--- src/rtl/fios_operand_io.sv ---
// Host-side operand store and result collector for the FIOS multiplier.
// Loads a/b/p words, serves them on multiplier strobes, drains results.
module fios_operand_io #(
    parameter int s          = 8,
    parameter int WORD_WIDTH = 17,
    parameter int PE_NB      = 8
) (
    input  logic                        clock_i,
    input  logic                        reset_n_i,
    input  logic                        load_valid_i,
    output logic                        load_ready_o,
    input  logic [1:0]                  load_sel_i,
    input  logic [WORD_WIDTH-1:0]       load_word_i,
    input  logic                        go_i,
    output logic                        busy_o,
    output logic                        err_o,
    output logic                        start_o,
    output logic [PE_NB*WORD_WIDTH-1:0] a_o,
    input  logic                        a_shift_i,
    output logic [WORD_WIDTH-1:0]       b_o,
    input  logic                        b_fetch_i,
    output logic [WORD_WIDTH-1:0]       p_o,
    input  logic                        p_fetch_i,
    input  logic [WORD_WIDTH-1:0]       RES_i,
    input  logic                        RES_push_i,
    input  logic                        done_i,
    output logic                        res_valid_o,
    input  logic                        res_ready_i,
    output logic [WORD_WIDTH-1:0]       res_word_o,
    output logic                        res_last_o
);

    localparam int IW  = (s > 1) ? $clog2(s) : 1;
    localparam int CW  = $clog2(s + 1);
    localparam int ABW = $clog2(3 * s + 1);

    localparam logic [IW-1:0]  LAST   = IW'(s - 1);
    localparam logic [CW-1:0]  FULL   = CW'(s);
    localparam logic [ABW-1:0] A_END  = ABW'(s);
    localparam logic [ABW-1:0] A_STEP = ABW'(PE_NB);

    typedef enum logic [1:0] {IDLE, START, BUSY, DRAIN} state_t;

    state_t state;

    logic [WORD_WIDTH-1:0] a_mem   [s];
    logic [WORD_WIDTH-1:0] b_mem   [s];
    logic [WORD_WIDTH-1:0] p_mem   [s];
    logic [WORD_WIDTH-1:0] res_mem [s];

    logic [CW-1:0]  wa, wb, wp, sel_ptr, res_cnt, cnt_final;
    logic [ABW-1:0] a_base, a_win;
    logic [IW-1:0]  b_idx, p_idx, rd_idx;
    logic           idle, busy_st, drain;
    logic           sel_full, load_ok, load_bad, all_full, push_ok;

    assign idle    = (state == IDLE);
    assign busy_st = (state == BUSY);
    assign drain   = (state == DRAIN);

    always_comb begin
        sel_ptr = '0;
        case (load_sel_i)
            2'd0:    sel_ptr = wa;
            2'd1:    sel_ptr = wb;
            2'd2:    sel_ptr = wp;
            default: sel_ptr = '0;
        endcase
    end

    assign sel_full  = (sel_ptr == FULL);
    assign load_ok   = idle & load_valid_i & (load_sel_i != 2'd3) & ~sel_full;
    assign load_bad  = idle & load_valid_i & (load_sel_i != 2'd3) & sel_full;
    assign all_full  = (wa == FULL) & (wb == FULL) & (wp == FULL);
    assign push_ok   = busy_st & RES_push_i & (res_cnt != FULL);
    assign cnt_final = res_cnt + CW'(push_ok);

    // Storage arrays carry no reset; only pointers define validity.
    always_ff @(posedge clock_i) begin
        if (load_ok) begin
            case (load_sel_i)
                2'd0:    a_mem[sel_ptr[IW-1:0]] <= load_word_i;
                2'd1:    b_mem[sel_ptr[IW-1:0]] <= load_word_i;
                2'd2:    p_mem[sel_ptr[IW-1:0]] <= load_word_i;
                default: ;
            endcase
        end
        if (push_ok)
            res_mem[res_cnt[IW-1:0]] <= RES_i;
    end

    always_ff @(posedge clock_i or negedge reset_n_i) begin
        if (!reset_n_i) begin
            state   <= IDLE;
            wa      <= '0;
            wb      <= '0;
            wp      <= '0;
            a_base  <= '0;
            b_idx   <= '0;
            p_idx   <= '0;
            res_cnt <= '0;
            rd_idx  <= '0;
            err_o   <= 1'b0;
        end else begin
            case (state)
                IDLE: begin
                    if (load_ok) begin
                        case (load_sel_i)
                            2'd0:    wa <= wa + 1'b1;
                            2'd1:    wb <= wb + 1'b1;
                            2'd2:    wp <= wp + 1'b1;
                            default: ;
                        endcase
                    end
                    if (load_bad)
                        err_o <= 1'b1;
                    if (go_i) begin
                        if (all_full) begin
                            state <= START;
                            err_o <= 1'b0;
                        end else begin
                            err_o <= 1'b1;
                        end
                    end
                end
                START: begin
                    wa      <= '0;
                    wb      <= '0;
                    wp      <= '0;
                    a_base  <= '0;
                    b_idx   <= '0;
                    p_idx   <= '0;
                    res_cnt <= '0;
                    rd_idx  <= '0;
                    state   <= BUSY;
                end
                BUSY: begin
                    if (a_shift_i && a_base < A_END)
                        a_base <= a_base + A_STEP;
                    if (b_fetch_i)
                        b_idx <= (b_idx == LAST) ? '0 : b_idx + 1'b1;
                    if (p_fetch_i)
                        p_idx <= (p_idx == LAST) ? '0 : p_idx + 1'b1;
                    if (push_ok)
                        res_cnt <= res_cnt + 1'b1;
                    else if (RES_push_i)
                        err_o <= 1'b1;
                    if (done_i) begin
                        state <= DRAIN;
                        if (cnt_final != FULL)
                            err_o <= 1'b1;
                    end
                end
                DRAIN: begin
                    if (res_ready_i) begin
                        if (rd_idx == LAST) begin
                            rd_idx <= '0;
                            state  <= IDLE;
                        end else begin
                            rd_idx <= rd_idx + 1'b1;
                        end
                    end
                end
                default: state <= IDLE;
            endcase
        end
    end

    assign a_win = busy_st ? a_base : '0;

    always_comb begin
        logic [ABW-1:0] ai;
        a_o = '0;
        for (int k = 0; k < PE_NB; k++) begin
            ai = a_win + ABW'(k);
            if (ai < A_END)
                a_o[k*WORD_WIDTH +: WORD_WIDTH] = a_mem[ai[IW-1:0]];
        end
    end

    assign b_o          = b_mem[busy_st ? b_idx : '0];
    assign p_o          = p_mem[busy_st ? p_idx : '0];
    assign load_ready_o = idle;
    assign busy_o       = ~idle;
    assign start_o      = (state == START);
    assign res_valid_o  = drain;
    assign res_word_o   = res_mem[rd_idx];
    assign res_last_o   = drain & (rd_idx == LAST);

endmodule

--- config.mk ---
export PLATFORM = sky130hd
export DESIGN_NAME = fios_operand_io
export DESIGN_NICKNAME = d
export VERILOG_FILES = /design/src/rtl/fios_operand_io.sv
export SDC_FILE = /design/constraint.sdc
export NUM_CORES = 1
export LEC_CHECK = 0
export ABC_AREA = 1
export CORE_UTILIZATION = 50
export DETAILED_ROUTE_END_ITERATION = 16
export PLACE_DENSITY = 0.72
export SLEW_MARGIN = 0
export SYNTH_ARGS = -nofsm -noshare
export SYNTH_HDL_FRONTEND = slang
export SYNTH_SLANG_ARGS = --single-unit
--- constraint.sdc ---
create_clock -name clock_i -period 7.3 [get_ports clock_i]
set_input_delay 2.19 -clock clock_i [delete_from_list [all_inputs] [get_ports clock_i]]
set_output_delay 2.19 -clock clock_i [all_outputs]
set_load 0.1 [all_outputs]
==> results.md <==
- The flow ran to the end, and the final reports show no timing, DRC or antenna violations.
- The cell row count is 78.
- The worst path needs 6.77 ns of the cycle, external delays included.
- The clock power share is 24.9%.
- In this run the tool buffered the top-level ports with 238 buffer cells.
- The number of antenna violations at the first check in global routing is 0.
- Registers take 17,100 sq um.
- The largest incremental delay on the critical path is 1.22 ns.
- After synthesis, the cell types taking the most area are sky130_fd_sc_hd__edfxtp_1, sky130_fd_sc_hd__nor2_1, sky130_fd_sc_hd__nand2_1, sky130_fd_sc_hd__dfrtp_1, sky130_fd_sc_hd__inv_1.
- Setup repair after global routing left no endpoint under its margin.
- The max-slew violation count is 0.
- Averaged over all synthesized cells, the footprint is 12.4 sq um.
- The clock passes through at most 3 buffers.
- Counting every instance in the synthesized netlist gives 1,873.
- For this design, the sink count on the clock tree is 574.
- The synthesized cell area is 23,200 sq um.
- The total global routing track utilization is 22.9%.
- The met2 global-route usage is 37.9%.
- In the finished design, the share of the clock period the worst path needs comes to 92.8%.
- In this run the clock root is driven by a sky130_fd_sc_hd__clkbuf_16.
- For this design the top-level I/O count stands at 239.
- met2 is the most crowded layer.
- The combinational share of power is 40.1%.
- The via count of the first global-routing pass is 14,700.
- The sequential share of power is 35.0%.
- The element type at the critical path end is a primary output.
- The detailed router's first-iteration violation count is 1,323.
- For the worst-skew pair, the clock arrives at the later sink with an insertion delay of 0.59 ns.
- The count of hold-fix buffers inserted at cts is 0.
- Timing would allow up to 148 MHz.
- The via density per instance is 5.40.
- The count of fill cells added during filler insertion is 3,431.
- The cell type of the slowest stage on the worst timing path is sky130_fd_sc_hd__clkdlybuf4s50_1.
- The sum of net half-perimeters after detailed placement is 32.3 mm.
- Post-CTS repair changed the size of 0 cells.
- The number of buffers added by the clock tree synthesis step is 55.
- The worst-path maximum fanout is 68.
- Entering global routing, the biggest net connects 69 pins.
- In the global route stage, met3 resource usage came out at 3.72%.
- The areal power density over the cells is 392 nW/um^2.
- The area overhead of the layout relative to synthesis is 20.1%.
- The synthesized design devotes to its leading area cell type 70.4% of total area.
- The number of vias after detailed routing is 14,900.
- After global routing the overflow that remains totals 0.
- The number of H-tree levels is 2.
- In the routed design, unresolved DRC markers number 0.
- The cell type with the highest aggregate area in the netlist is sky130_fd_sc_hd__edfxtp_1.
- The critical path launch point type is a flop.
- The final-layout setup total negative slack is 0 ns.
- In the post-route analysis, the smallest setup slack over all paths is 0.528 ns.
- The die covers 47,300 sq um.
- Of the cells placed in the final design, the portion with a size suffix greater than 1 is 9.46%.
- The critical path goes through inv_1 > ha_1 > nand2_1 > inv_1 > ha_1 > nor2_1 > nand2_2 > nor2_1 > clkdlybuf4s50_1.
- The TritonCTS clock tree is built.
- The path class of the tightest hold or removal check is flop to flop.
- The leakage dissipation is 0.0103 uW.
- For this run, the detailed router's first-pass iteration total came to 5.
- Across the run, the number of max-cap violations was 0.
- The area of the multi-input gates is 5050 sq um.
- The internal power summed over all cells is 6220 uW.
- The die is 217 um wide.
- The final-report hold violation count is 0.
- For the worst setup path, the data required time is 5.11 ns.
- The total area inside the core boundary comes to 45,600 sq um.
- Once the floorplan was initialized, standard cells occupied 50.9% of the core.
- The critical path is of the flop to primary output type.
- In this run switching power makes up 43.2% of total power.
- STA puts the critical path data arrival time at 4.58 ns.
- The repair_antennas step left the layout with diodes totalling 0.
- The final layout contains 2,191 nets.
- At the end of routability-driven placement, the weighted congestion stood at 0.787.
- The critical path contains buffers and inverters numbering 3 combined.
- The die is 217 um tall.
- The tightest slew margin relative to the limit is 17.6%.
- The clock-pin slew reported for the worst setup and hold paths after clock tree synthesis is 0.06 ns.
- The sequential element share of the synthesized area is 73.6%.
- Counting flops and latches in the post-synthesis netlist gives 574.
- The power dissipated by switching net loads is 4720 uW.
- For the pin with the worst max-slew slack, the measured transition is 1.23 ns.
- The post-CTS setup-driven buffer insertion count is 0.
- Across the routed clock network, the largest skew measured is 0.0111 ns.
- In the final routed layout, each cell accounts on average for 19.6 um.
- The global-route wire length before repair is 81.4 mm.
- The Yosys warning count is 0.
- The post-detailed-routing wire length is 54.2 mm.
- IR analysis of the VDD net gives a maximum drop of 0.000436 V.
- The count of unique library cells instantiated by Yosys is 37.
- The number of routed nets with antenna violations is 0.
- Setup violations remaining at the end of the flow were counted as 0.
- The met1 track demand over resource is 29.9%.
- The worst-case setup slack after placement is 1.16 ns.
- The critical path's top delay family is simple AND/OR/NAND/NOR gates.
-- flip-flops by register name, summed over array words and instances (netlist names) --
register	flops
rd_idx	3
b_mem	136
p_mem	136
b_idx	3
state	2
a_mem	136
wp	4
res_mem	136
p_idx	3
wa	4
wb	4
err_o	1
a_base	2
res_cnt	4
-- worst paths after layout --
check	start	endpoint	slack, ns	depth (start not counted)
worst max-delay path	state[0]	a_o[61]	0.53	9
worst min-delay path	err_o	err_o	0.53	2
worst max register to register	state[0]	res_mem[1][7]	4.19	7
worst min register to register	err_o	err_o	0.53	2
max in group asynchronous	reset_n_i	rd_idx[0]	4.98	2
min in group asynchronous	reset_n_i	wp[2]	2.00	2
-- placed cells by master (no fill, tap or decap), drive strengths merged, types with 5 or more instances in the layout --
| cell | instances |
|---|---|
| buf | 97 |
| bufinv | 5 |
| inv | 178 |
| nor2 | 386 |
| o221ai | 34 |
| a31oi | 51 |
| o22ai | 17 |
| nand2 | 222 |
| clkinv | 27 |
| a21oi | 45 |
| ha | 23 |
| o21ai | 118 |
| clkdlybuf4s50 | 187 |
| edfxtp | 544 |
| nand3b | 34 |
| clkbuf | 68 |
| dfrtp | 30 |
| nand3 | 83 |
-- worst min-delay path, stage by stage (launching register included) --
cell	delay, ns
sky130_fd_sc_hd__dfrtp_1	0.38
sky130_fd_sc_hd__nand2_1	0.07
sky130_fd_sc_hd__nand2_1	0.05
-- cells by family after synthesis --
| kind of cell | count (synthesis) | synth area share [%] |
|---|---|---|
| AND/OR/NAND/NOR | 730 | 13.5 |
| flip-flops | 574 | 73.6 |
| buffers and inverters | 274 | 4.76 |
| AO/OA/AOI/OAI | 267 | 6.71 |
| adder cells (fa/ha/maj) | 23 | 1.24 |
| XOR/XNOR | 4 | 0.151 |
| other | 1 | 0.0162 |
-- cell usage after synthesis, drive strengths merged --
| cell | number |
|---|---|
| a211o | 1 |
| a21oi | 45 |
| a31oi | 51 |
| a32o | 1 |
| buf | 42 |
| clkbuf | 51 |
| clkinv | 5 |
| conb | 1 |
| dfrtp | 30 |
| edfxtp | 544 |
| ha | 23 |
| inv | 176 |
| nand2 | 222 |
| nand3 | 83 |
| nand3b | 34 |
| nand4 | 1 |
| nor2 | 386 |
| nor3 | 1 |
| nor3b | 2 |
| o21ai | 118 |
| o221ai | 34 |
| o22ai | 17 |
| or2 | 1 |
| xnor2 | 1 |
| xor2 | 3 |
-- layer usage --
metal	up-vias	share of wire [%]
met4	0	3.8
met3	109	6.4
met2	526	49
met1	7284	41
met5	-	0
li1	7010	-
-- power by group through the flow --
stage	combinational [uW]	sequential, uW	clock, uW
floorplan	3400	3870	0
global placement	4320	3890	0
detailed placement	4390	3900	0
CTS	4400	3830	2760
global route	4620	3840	2880
finish	4390	3830	2730
-- cell type report --
class                      count  area share, %
sequential                   574           61.3
timing repair buffer         284           9.32
clock buffer                  68           5.11
clock inverter                33           1.05
tap                          600           2.69
multi-input combinational   1026           18.1
inverter                     181           2.45
-- stage by stage --
step	std cells	hold slack, ns	util [%]	total power, uW	area [sq um]
finish	2766	0.526	61.2	10900	27900
CTS	2766	0.524	61.2	11000	27900
floorplan	1874	0.477	-	7280	23200
global route	2766	0.547	61.2	11300	27900
detailed placement	2665	0.509	57.4	8280	26200
global placement	2665	0.495	57.4	8210	26200
No activity file was read; power rests on OpenSTA's default activity.
